===== src/rtl/mem_block_copier_pkg.sv =====
// rtl/mem_block_copier_pkg.sv - shared encodings and constants for the block copier
package mem_block_copier_pkg;

    localparam int DEFAULT_DATA_SIZE = 32;
    localparam int WORD_BYTES        = 4;

    typedef enum logic [1:0] {
        ST_IDLE   = 2'd0,
        ST_READ   = 2'd1,
        ST_WRITE  = 2'd2,
        ST_FINISH = 2'd3
    } copier_state_t;

    // Byte address forced onto a word boundary.
    function automatic logic [31:0] word_align(input logic [31:0] addr);
        return addr & ~32'd3;
    endfunction

endpackage


===== src/rtl/mem_block_copier_if.sv =====
// rtl/mem_block_copier_if.sv - memory bus between the copier (master) and the Memory (slave)
interface mem_block_copier_if
    import mem_block_copier_pkg::*;
#(
    parameter int DATA_SIZE = DEFAULT_DATA_SIZE
);
    logic [31:0]          mem_address;
    logic [DATA_SIZE-1:0] mem_wdata;
    logic [DATA_SIZE-1:0] mem_rdata;
    logic                 mem_read;
    logic                 mem_write;

    modport master (
        output mem_address, mem_wdata, mem_read, mem_write,
        input  mem_rdata
    );

    modport slave (
        input  mem_address, mem_wdata, mem_read, mem_write,
        output mem_rdata
    );
endinterface


===== src/rtl/mem_block_copier_addr_gen.sv =====
// rtl/mem_block_copier_addr_gen.sv - loadable 32-bit word pointer stepping by WORD_BYTES
module mem_block_copier_addr_gen
    import mem_block_copier_pkg::*;
(
    input  logic        i_clk,
    input  logic        i_rst,
    input  logic        i_load,
    input  logic [31:0] i_load_addr,
    input  logic        i_inc,
    output logic [31:0] o_ptr
);
    logic [31:0] r_ptr;

    // Plain 32-bit add: wraps 0xFFFFFFFC -> 0x00000000.
    always_ff @(posedge i_clk) begin
        if (i_rst) begin
            r_ptr <= 32'd0;
        end else if (i_load) begin
            r_ptr <= i_load_addr;
        end else if (i_inc) begin
            r_ptr <= r_ptr + 32'(WORD_BYTES);
        end
    end

    assign o_ptr = r_ptr;
endmodule


===== src/rtl/mem_block_copier.sv =====
// rtl/mem_block_copier.sv - bus initiator copying word_count words from src to dst, one read/write pair per word
module mem_block_copier
    import mem_block_copier_pkg::*;
#(
    parameter int DATA_SIZE   = DEFAULT_DATA_SIZE,
    parameter int COUNT_WIDTH = 16
)(
    input  logic                   i_clk,
    input  logic                   i_rst,
    input  logic                   i_start,
    input  logic [31:0]            i_src_addr,
    input  logic [31:0]            i_dst_addr,
    input  logic [COUNT_WIDTH-1:0] i_word_count,
    output logic                   o_busy,
    output logic                   o_done,
    mem_block_copier_if.master     bus
);
    copier_state_t          r_state;
    logic [COUNT_WIDTH-1:0] r_remaining;
    logic [DATA_SIZE-1:0]   r_buf;
    logic [31:0]            r_mem_address;
    logic                   r_mem_read;
    logic                   r_mem_write;
    logic                   r_busy;
    logic                   r_done;

    logic        w_accept;
    logic [31:0] w_src_aligned;
    logic [31:0] w_dst_aligned;
    logic [31:0] w_src_ptr;
    logic [31:0] w_dst_ptr;

    assign w_accept      = (r_state == ST_IDLE) && i_start;
    assign w_src_aligned = word_align(i_src_addr);
    assign w_dst_aligned = word_align(i_dst_addr);

    mem_block_copier_addr_gen u_src_gen (
        .i_clk       (i_clk),
        .i_rst       (i_rst),
        .i_load      (w_accept),
        .i_load_addr (w_src_aligned),
        .i_inc       (r_state == ST_READ),
        .o_ptr       (w_src_ptr)
    );

    mem_block_copier_addr_gen u_dst_gen (
        .i_clk       (i_clk),
        .i_rst       (i_rst),
        .i_load      (w_accept),
        .i_load_addr (w_dst_aligned),
        .i_inc       (r_state == ST_WRITE),
        .o_ptr       (w_dst_ptr)
    );

    // Outputs are registered with the state they belong to, so each transition also sets the next state's outputs.
    always_ff @(posedge i_clk) begin
        if (i_rst) begin
            r_state       <= ST_IDLE;
            r_remaining   <= '0;
            r_buf         <= '0;
            r_mem_address <= 32'd0;
            r_mem_read    <= 1'b0;
            r_mem_write   <= 1'b0;
            r_busy        <= 1'b0;
            r_done        <= 1'b0;
        end else begin
            case (r_state)
                ST_IDLE: begin
                    if (i_start) begin
                        r_remaining <= i_word_count;
                        if (i_word_count == '0) begin
                            r_state <= ST_FINISH;
                            r_done  <= 1'b1;
                        end else begin
                            r_state       <= ST_READ;
                            r_busy        <= 1'b1;
                            r_mem_read    <= 1'b1;
                            r_mem_address <= w_src_aligned;
                        end
                    end
                end
                ST_READ: begin
                    r_buf         <= bus.mem_rdata;
                    r_state       <= ST_WRITE;
                    r_mem_read    <= 1'b0;
                    r_mem_write   <= 1'b1;
                    r_mem_address <= w_dst_ptr;
                end
                ST_WRITE: begin
                    r_remaining <= r_remaining - 1'b1;
                    r_mem_write <= 1'b0;
                    if (r_remaining == COUNT_WIDTH'(1)) begin
                        r_state <= ST_FINISH;
                        r_busy  <= 1'b0;
                        r_done  <= 1'b1;
                    end else begin
                        r_state       <= ST_READ;
                        r_mem_read    <= 1'b1;
                        r_mem_address <= w_src_ptr;
                    end
                end
                ST_FINISH: begin
                    r_state <= ST_IDLE;
                    r_done  <= 1'b0;
                end
                default: r_state <= ST_IDLE;
            endcase
        end
    end

    assign o_busy          = r_busy;
    assign o_done          = r_done;
    assign bus.mem_address = r_mem_address;
    assign bus.mem_wdata   = r_buf;
    assign bus.mem_read    = r_mem_read;
    assign bus.mem_write   = r_mem_write;
endmodule

===== src/flat_wrapper.sv =====
// flat-port wrapper written by rule: the top's interface ports become plain ports
module mem_block_copier_flat import mem_block_copier_pkg::*;
#(
    parameter int DATA_SIZE   = DEFAULT_DATA_SIZE,
    parameter int COUNT_WIDTH = 16
)
  (i_clk, i_rst, i_start, i_src_addr, i_dst_addr, i_word_count, o_busy, o_done, bus_mem_address, bus_mem_wdata, bus_mem_read, bus_mem_write, bus_mem_rdata);
  mem_block_copier_if #(.DATA_SIZE(DATA_SIZE)) bus_i ();
  input  logic i_clk;
  input  logic i_rst;
  input  logic i_start;
  input  logic [31:0] i_src_addr;
  input  logic [31:0] i_dst_addr;
  input  logic [COUNT_WIDTH-1:0] i_word_count;
  output logic o_busy;
  output logic o_done;
  output wire logic [$bits(bus_i.mem_address)-1:0] bus_mem_address;
  output wire logic [$bits(bus_i.mem_wdata)-1:0] bus_mem_wdata;
  output wire logic [$bits(bus_i.mem_read)-1:0] bus_mem_read;
  output wire logic [$bits(bus_i.mem_write)-1:0] bus_mem_write;
  input wire logic [$bits(bus_i.mem_rdata)-1:0] bus_mem_rdata;
  assign bus_mem_address = bus_i.mem_address;
  assign bus_mem_wdata = bus_i.mem_wdata;
  assign bus_mem_read = bus_i.mem_read;
  assign bus_mem_write = bus_i.mem_write;
  assign bus_i.mem_rdata = bus_mem_rdata;
  mem_block_copier #(.DATA_SIZE(DATA_SIZE), .COUNT_WIDTH(COUNT_WIDTH)) u_core (.i_clk(i_clk), .i_rst(i_rst), .i_start(i_start), .i_src_addr(i_src_addr), .i_dst_addr(i_dst_addr), .i_word_count(i_word_count), .o_busy(o_busy), .o_done(o_done), .bus(bus_i));
endmodule

===== config.mk =====
export PLATFORM = sky130hd
export DESIGN_NAME = mem_block_copier_flat
export DESIGN_NICKNAME = d
export VERILOG_FILES = /design/src/rtl/mem_block_copier_pkg.sv /design/src/rtl/mem_block_copier_if.sv /design/src/rtl/mem_block_copier_addr_gen.sv /design/src/rtl/mem_block_copier.sv /design/src/flat_wrapper.sv
export SDC_FILE = /design/constraint.sdc
export NUM_CORES = 1
export LEC_CHECK = 0
export CAP_MARGIN = 0
export CELL_PAD_IN_SITES_DETAIL_PLACEMENT = 0
export CELL_PAD_IN_SITES_GLOBAL_PLACEMENT = 1
export CORE_ASPECT_RATIO = 0.6
export CORE_MARGIN = 1.5
export CORE_UTILIZATION = 33
export DETAILED_ROUTE_END_ITERATION = 10
export PLACE_DENSITY = 0.87
export RECOVER_POWER = 25
export SETUP_SLACK_MARGIN = 0.15
export SLEW_MARGIN = 20
export SYNTH_ARGS = -nofsm -noshare
export SYNTH_HDL_FRONTEND = slang
export SYNTH_SLANG_ARGS = --single-unit

===== constraint.sdc =====
create_clock -name i_clk -period 2 [get_ports i_clk]
set_input_delay 0.4 -clock i_clk [delete_from_list [all_inputs] [get_ports i_clk]]
set_output_delay 0.4 -clock i_clk [all_outputs]
set_load 0.05 [all_outputs]

After elaboration in Yosys (flattened, before gate mapping)
Index checks and enable logic that the tools add are counted.
{"block": "word_totals", "reg_bits": 150, "in_bits": 115, "elab_cells": 63}
{"block": "classes", "add_sub_neg": 3, "n_eq_ne": 9, "n_mux": 25, "reduce_logical": 14}
{"operator": "2-to-1 mux 32 bit", "count": 7}
{"operator": "one-hot mux 32 bit (3 select lines)", "count": 1}
{"operator": "adder 32 x 3 -> 32 bit, second input constant", "count": 2}
{"operator": "one-hot mux 16 bit (2 select lines)", "count": 1}
{"operator": "equality test 16 x 1 -> 1 bit, second input constant", "count": 1}
{"operator": "logical NOT 16 bit", "count": 1}
{"operator": "2-to-1 mux 16 bit", "count": 1}
{"operator": "subtractor 16 x 1 -> 16 bit, second input constant", "count": 1}
{"operator": "AND reduction 4 bit", "count": 3}
{"operator": "!= test 2 bit, second input constant", "count": 4}
{"operator": "one-hot mux 2 bit (4 select lines)", "count": 1}
{"operator": "nonzero test 2 bit", "count": 4}
{"operator": "2-to-1 mux 1 bit", "count": 7}
{"operator": "2-to-1 mux 2 bit", "count": 3}
{"operator": "one-hot mux 1 bit (3 select lines)", "count": 2}
{"operator": "nonzero test 3 bit", "count": 2}
{"operator": "equality test 2 bit, second input constant", "count": 2}
{"operator": "one-hot mux 1 bit (2 select lines)", "count": 2}
{"operator": "equality test 2 x 1 -> 1 bit, second input constant", "count": 1}
{"operator": "logical NOT 2 bit", "count": 1}
{"operator": "!= test 2 x 1 -> 1 bit, second input constant", "count": 1}
{"operator": "AND reduction 2 bit", "count": 1}
{"operator": "OR reduction 2 bit", "count": 1}
{"operator": "logical AND 1 bit", "count": 1}

Depth between registers and ports, before layout
Gate-level depths: netlist (run 1).
{"block": "logic_depth", "depth_word": 4, "ltp_mapped": 10}

Hierarchy
A second synthesis (run 1) with hierarchy kept.
{"block": "unflattened", "cells_unflattened": 972, "area_unflattened_um2": 8346.8}
{"mod": "mem_block_copier", "n_inst": 1, "cells_each": 504, "area_each_um2": 4560.6, "seq_area_each_um2": 1721.7}
{"mod": "mem_block_copier_addr_gen", "n_inst": 2, "cells_each": 234, "area_each_um2": 1893.1, "seq_area_each_um2": 640.6}

Worst setup path after synthesis (run 1)
Ideal clock, no wire load.
{"block": "synth_path", "path_type": "reg-to-reg", "from": "reg u_core.r_state[0]", "to": "reg u_core.u_dst_gen.r_ptr[28], in the netlist u_core.u_dst_gen.o_ptr[28]", "setup_ns": 0.074, "arrival_ns": 2.068, "slack_ns": -0.142, "path_stages_with_launch": 10, "path_buffers": 2, "cell_sequence": "dfxtp_1 inv_1 ha_1 and2_1 clkbuf_1 nand2_1 or3_1 buf_2 or4_1 a31oi_1"}
{"block": "synth_between", "elab_chain_cells": 3}
{"item": "start: declaration", "line": "mem_block_copier.sv:18", "source": "copier_state_t r_state;"}
{"item": "start signal: assignment", "line": "mem_block_copier.sv:58", "source": "r_state <= ST_IDLE;"}
{"item": "start signal: assignment", "line": "mem_block_copier.sv:72", "source": "r_state <= ST_FINISH;"}
{"item": "start signal: assignment", "line": "mem_block_copier.sv:75", "source": "r_state <= ST_READ;"}
{"item": "logical NOT 2 bit", "line": "mem_block_copier.sv:33", "source": "assign w_accept = (r_state == ST_IDLE) && i_start;"}
{"item": "logical AND 1 bit", "line": "mem_block_copier.sv:33"}
{"item": "2-to-1 mux 32 bit / nonzero test 2 bit (equally long branches)"}
{"item": "end signal: assignment", "line": "mem_block_copier_addr_gen.sv:19", "source": "r_ptr <= i_load_addr;"}
{"item": "end signal: assignment", "line": "mem_block_copier_addr_gen.sv:21", "source": "r_ptr <= r_ptr + 32'(WORD_BYTES);"}
{"item": "end: declaration", "line": "mem_block_copier_addr_gen.sv:12", "source": "logic [31:0] r_ptr;"}
Parallel ways exist; a longest one is shown, timed or not.
A chain may end at the register's enable or synchronous reset.

Final worst setup path (run 1)
Same ends and word-level chain as after synthesis.

==> summary.md, run 1 <==
| Metric | Value |
|---|---|
| Overflow after GRT | `0` |
| FF-to-FF End | `u_core.u_dst_gen.o_ptr[28]` |
| WL/cell | `19.9 um` |
| Final hold vios | `0` |
| Core area | `0.0214 mm^2` |
| Largest family of logic cells by synthesized area | `compound AO/OA/AOI/OAI gates` |
| GP Congestion | `0.885` |
| Synth Area in Compound Gates | `0.258` |
| Initial Utilization | `0.342` |
| Layout cell share with drive strength beyond 1 | `0.182` |
| Synth area leader | `dfxtp_1` |
| Hold Crit Endpoint | `u_core.bus.mem_wdata[15]` |
| Vias per cell | `5.67` |
| Port Buffers | `176` |
| Max Fclk | `526 MHz` |
| Outcome | `finished clean` |
| Vias in the first global route | `6,873` |
| Final Power | `18.0 mW` |
| Tmin final | `1900 ps` |
| Critical Path RT | `2370 ps` |
| Area grow syn2layout | `48.3%` |
| Post-Syn Instances | `870` |
| GRT Util Overall | `0.223` |
| Number of max-cap violations | `0` |
| Most common cell in the synthesized netlist | `dfxtp_1` |
| Simple-gate share of the synthesized area | `0.170` |
| Via count | `7,881` |
| Synthesized area per cell | `8.41 um^2` |
| DP Area | `0.00991 mm^2` |
| Clock Tree Buf Depth | `2` |
| Worst relative slew slack | `0.537` |
| Share of the synthesized area in the top cell type | `0.394` |
| Reg2reg path depth | `7` |
| DRC viols | `0` |
| Number of synthesized register bits | `144` |
| CTS tree | `yes` |
| Max FO, Critical Path | `6` |
| WHS Path Cells | `2` |
| CP startpoint kind | `flop` |
| Antenna violations before repair | `2` |
| Antenna diodes | `0` |
| Leakage power figure | `4.12 nW` |
| Synthesized area | `0.00732 mm^2` |
| H-tree depth | `4` |
| Clk sinks | `144` |
| Main synth FF type | `dfxtp_1` |
| Initial DRC Count | `767` |
| Critical path, cell by cell | `inv_4 -> ha_4 -> and2_4 -> nand2_2 -> or3_4 -> or4_4 -> a31oi_1` |
| Post-synthesis xor/xnor area fraction | `0.0610` |
| Worst Min Path Start | `i_rst` |
| Largest net degree at the start of global routing | `53` |
| Tightest Pin Transition | `698 ps` |
| Post-DRT Antenna Nets | `0` |
| Worst-Skew Late Latency | `440 ps` |
| Yosys warns | `0` |
| Adder-Cell Fraction of Synth Area | `0.0137` |
| Reg2reg start | `u_core.r_state[0]` |
| Sequential area share after synthesis | `0.394` |
| CP bufs+invs | `1` |
| RSZ-0062 raised after global routing | `true` |
| Min Hold Slack | `371 ps` |
| Die Footprint | `0.0231 mm^2` |
| Netlist cell types | `58` |
| CP endpoint kind | `flop` |
| Largest cells by area after synthesis | `dfxtp_1, a21oi_1, mux2i_1` |
| Die Ht | `118 um` |
| Largest delay share family, worst path | `simple AND/OR/NAND/NOR gates` |
| Die Width | `195 um` |
| Pre-CTS setup slack | `-485 ps` |
| Post-detail-place hpwl | `18.8 mm` |
| Design area | `0.0109 mm^2` |
| Clk slew on worst S/H paths | `60 ps` |
| Worst vdd ir | `990 uV` |
| Final wirelength | `27.6 mm` |
| Top post-synthesis cells by count | `dfxtp_1, nor2_1, a21oi_1` |
| Final WS setup | `97.7 ps` |
| CTS root buf | `clkbuf_16` |
| Critical path's largest stage delay | `480 ps` |
| Total negative slack | `0 ps` |
| Setup CP Type | `flop to flop` |
| Slew Limit Fails | `0` |
| Num rows | `41` |
| Ys async rst share | `0` |
| First-pass DRT Iterations | `5` |
| R2R Setup Slk | `100 ps` |
| Global-route wire length before repair | `39.8 mm` |
| Post-synthesis mux area share | `0.0508` |
| Post-synth EDFFs | `0` |
| Finish-stage setup viols | `0` |
| Fin Clk Skew | `10.1 ps` |
| Power Density | `1650 mW/mm^2` |
| Period utilization | `0.951` |
| I/O pins | `183` |
| Final #Nets | `1,221` |
| Slowest CP cell | `or4_4` |
| Total CTS buffers | `17` |
| CP Data Arrival Time | `2270 ps` |
| Hold crit path type | `input port to flop` |
area by class of cell:
cell class                 instances  area (um^2)
fill                            2026        10500
multi-input combinational        627         4370
sequential                       144         2890
timing repair buffer             289         2600
clock buffer                      20          457
tap                              279          349
clock inverter                    11          108
inverter                          19         78.8
cells by family after synthesis:
kind of cell               after synthesis
and+or+nand+nor                        241
AOI/OAI and AO/OA                      288
DFF                                    144
buffers and inverters                  100
muxes                                   37
xor gates and xnor gates                51
other                                    1
adders and majority gates                8
per-stage QoR:
stage          instances   util
6_report            1389  0.507
3_3_place_gp        1338  0.463
3_5_place_dp        1338  0.463
2_1_floorplan        871      -
4_1_cts             1372  0.493
5_1_grt             1389  0.507
per-layer routing:
| layer | up-vias | part of all wire | track usage |
|---|---|---|---|
| met4 | 0 | 0.011 | 0.0484 |
| met1 | 3720 | 0.49 | 0.354 |
| met3 | 30 | 0.12 | 0.0702 |
| met2 | 418 | 0.38 | 0.279 |
| li1 | 3713 | - | - |
| met5 | - | 0 | 0 |
registers in the layout (all words and copies together) (netlist names):
signal                  cells
u_core.o_busy               1
u_core.bus.mem_read         1
u_core.u_src_gen.o_ptr     30
u_core.bus.mem_write        1
u_core.bus.mem_wdata       32
u_core.o_done               1
u_core.r_remaining         16
u_core.bus.mem_address     30
u_core.r_state              2
u_core.u_dst_gen.o_ptr     30
where the power goes:
| part | internal [mW] | total, mW | switching [mW] |
|---|---|---|---|
| Clock | 1.78 | 3.11 | 1.34 |
| Sequential | 3.90 | 4.90 | 1.00 |
| Combinational | 3.87 | 9.93 | 6.06 |
placed cells by master, fill, tap and decap left out, types with 30 or more instances in the layout:
master,synthesis,final
mux2i_1,36,36
clkdlybuf4s50_1,0,97
dlygate4sd2_1,0,44
buf_4,2,86
dfxtp_1,144,140
nor2_1,82,81
a221o_1,30,30
a21oi_1,81,79
xnor2_1,33,33
nand2_1,35,32
o21ai_0,70,70
how the worst max path moves through the flow:
stage / depth (start not counted) / end / from
after detailed placement: 8 / u_core.bus.mem_address[8] / i_word_count[1]
after CTS: 8 / u_core.r_remaining[14] / u_core.r_state[1]
after global routing: 7 / u_core.u_dst_gen.o_ptr[28] / u_core.r_state[0]
after floorplan: 9 / u_core.u_dst_gen.o_ptr[28] / u_core.r_state[0]
after global placement: 8 / u_core.bus.mem_address[14] / i_word_count[1]
final: 7 / u_core.u_dst_gen.o_ptr[28] / u_core.r_state[0]
what timing repair did:
action | 4_1_cts | 5_1_grt
resized for setup | 61 | 65
setup buffers | 2 | 11
setup endpoints to repair | 112 | 84
pin swaps | 4 | 26
hold buffers | 0 | 0
cloned | 1 | 6
(Power assumes the default switching activity.)
==> inputs of run 2 (changes only) <==
--- a/config.mk
+++ b/config.mk
@@ -12,6 +12,7 @@
 export CORE_MARGIN = 1.5
 export CORE_UTILIZATION = 33
 export DETAILED_ROUTE_END_ITERATION = 10
+export GPL_ROUTABILITY_DRIVEN = 0
 export PLACE_DENSITY = 0.87
 export RECOVER_POWER = 25
 export SETUP_SLACK_MARGIN = 0.15
==> results of run 2 <==
No change in the layout: final DEF, timing and power equal those of run 1.
==> inputs of run 3 (changes only) <==
--- a/config.mk
+++ b/config.mk
@@ -11,11 +11,13 @@
 export CORE_ASPECT_RATIO = 0.6
 export CORE_MARGIN = 1.5
 export CORE_UTILIZATION = 33
+export CTS_CLUSTER_SIZE = 10
 export DETAILED_ROUTE_END_ITERATION = 10
 export GPL_ROUTABILITY_DRIVEN = 0
 export PLACE_DENSITY = 0.87
 export RECOVER_POWER = 25
 export SETUP_SLACK_MARGIN = 0.15
+export SKIP_CTS_REPAIR_TIMING = 1
 export SLEW_MARGIN = 20
 export SYNTH_ARGS = -nofsm -noshare
 export SYNTH_HDL_FRONTEND = slang
==> summary.md, run 3 (synthesis gave the netlist of run 1 again) <==
| Metric | Value |
|---|---|
| Power Density | `1660 mW/mm^2` |
| Max FO, Critical Path | `6` |
| Global-route wire length before repair | `39.2 mm` |
| Reg2reg path depth | `7` |
| Tightest Pin Transition | `698 ps` |
| Critical Path RT | `2360 ps` |
| Vias per cell | `5.77` |
| Dpl cells | `1,338` |
| Final hold vios | `0` |
| Commonest non-fill, non-tap cells in the layout | `dfxtp_1, clkdlybuf4s50_1, buf_4` |
| DP Area | `0.00991 mm^2` |
| Crit path from | `u_core.r_state[0]` |
| Outcome | `finished clean` |
| Reg2reg start | `u_core.r_state[0]` |
| CTS root buf | `clkbuf_16` |
| Number of max-cap violations | `0` |
| Finished Core Util | `0.513` |
| Vias in the first global route | `6,751` |
| Leakage power figure | `4.34 nW` |
| Clock Tree Buf Depth | `2` |
| RSZ-0062 raised after global routing | `true` |
| Slowest CP cell | `or4_4` |
| Largest delay share family, worst path | `simple AND/OR/NAND/NOR gates` |
| Hold crit path type | `input port to flop` |
| Final wirelength | `28.4 mm` |
| Layout cell share with drive strength beyond 1 | `0.190` |
| Post-DRT Antenna Nets | `0` |
| Overflow after GRT | `0` |
| Critical path, cell by cell | `inv_4 -> ha_4 -> and2_4 -> nand2_2 -> or3_4 -> or4_4 -> a31oi_1` |
| Antenna diodes | `0` |
| Post-detail-place hpwl | `18.8 mm` |
| Min Hold Slack | `380 ps` |
| DRC viols | `0` |
| GRT Util Overall | `0.220` |
| Port Buffers | `176` |
| Tmin final | `1880 ps` |
| Final Non-Filler Cells | `1,394` |
| Die Footprint | `0.0231 mm^2` |
| Worst vdd ir | `949 uV` |
| R2R Setup Slk | `120 ps` |
| Clk slew on worst S/H paths | `60 ps` |
| Largest net degree at the start of global routing | `53` |
| CP endpoint kind | `flop` |
| Critical path's largest stage delay | `480 ps` |
| CP bufs+invs | `1` |
| Clk sinks | `144` |
| I/O pins | `183` |
| CTS tree | `yes` |
| Final WS setup | `115 ps` |
| Area grow syn2layout | `49.8%` |
| Setup CP Type | `flop to flop` |
| Period utilization | `0.942` |
| Num rows | `41` |
| Core area | `0.0214 mm^2` |
| Final #Nets | `1,226` |
| Design area | `0.0110 mm^2` |
| Max reg flops | `32` |
| Antenna violations before repair | `1` |
| Pre-CTS setup slack | `-485 ps` |
| Stages on the worst setup path | `7` |
| Fin Clk Skew | `11.6 ps` |
| Fillcell total | `1,989` |
| CP startpoint kind | `flop` |
| H-tree depth | `4` |
| Initial DRC Count | `908` |
| First-pass DRT Iterations | `8` |
| Via count | `8,049` |
| CP Capture Point | `u_core.u_dst_gen.o_ptr[30]` |
| WL/cell | `20.4 um` |
| Final Power | `18.2 mW` |
| FF-to-FF End | `u_core.u_dst_gen.o_ptr[30]` |
| Initial Utilization | `0.342` |
| Slew Limit Fails | `0` |
| Die Ht | `118 um` |
| Max Fclk | `531 MHz` |
| Worst-Skew Late Latency | `440 ps` |
| Total negative slack | `0 ps` |
| Total CTS buffers | `17` |
| Die Width | `195 um` |
| Commonest non-fill, non-tap cell in the layout | `dfxtp_1` |
| Finish-stage setup viols | `0` |
| Worst relative slew slack | `0.537` |
| CP Data Arrival Time | `2250 ps` |
[run 3: cell types whose count changed in the layout (fill, tap and decap cells not counted), moves of 3 or more]
cell	previous run	this run
buf_4	86	92
dlygate4sd2_1	44	0
dlymetal6s2s_1	12	35
o21ai_1	3	6
clkbuf_1	26	46
clkbuf_16	20	23
o21ai_0	70	67
[run 3: final cells by class]
type	count	area, um^2	share of cell area
Multi-Input combinational cell	628	4420	0.404
Sequential cell	144	2890	0.263
Timing Repair Buffer	293	2670	0.243
Clock buffer	20	457	0.0417
Tap cell	279	349	0.0318
Clock inverter	11	108	0.00981
Inverter	19	73.8	0.00673
[run 3: layer usage]
metal,track usage,vias up,share of wire
met5,0,-,0
met4,0.0484,0,0.012
met3,0.0676,31,0.12
met2,0.272,458,0.38
met1,0.353,3824,0.48
li1,-,3736,-
[run 3: how the worst min path moves through the flow]
stage                      startpoint                        to  slack (ps)  cells past startpoint
6_report                        i_rst  u_core.bus.mem_wdata[19]         380                      2
5_1_grt                         i_rst   u_core.bus.mem_wdata[7]         390                      2
4_1_cts                         i_rst  u_core.bus.mem_wdata[26]         360                      2
3_5_place_dp            u_core.o_busy             u_core.o_busy         460                      1
3_3_place_gp            u_core.o_busy             u_core.o_busy         450                      1
2_1_floorplan  u_core.r_remaining[11]    u_core.r_remaining[11]         450                      2
[run 3: where the power goes]
part	internal (mW)	total [mW]	switching, mW
combinational	3.97	10.2	6.20
sequential	3.90	4.92	1.02
clock	1.78	3.11	1.33
total	9.65	18.2	8.55
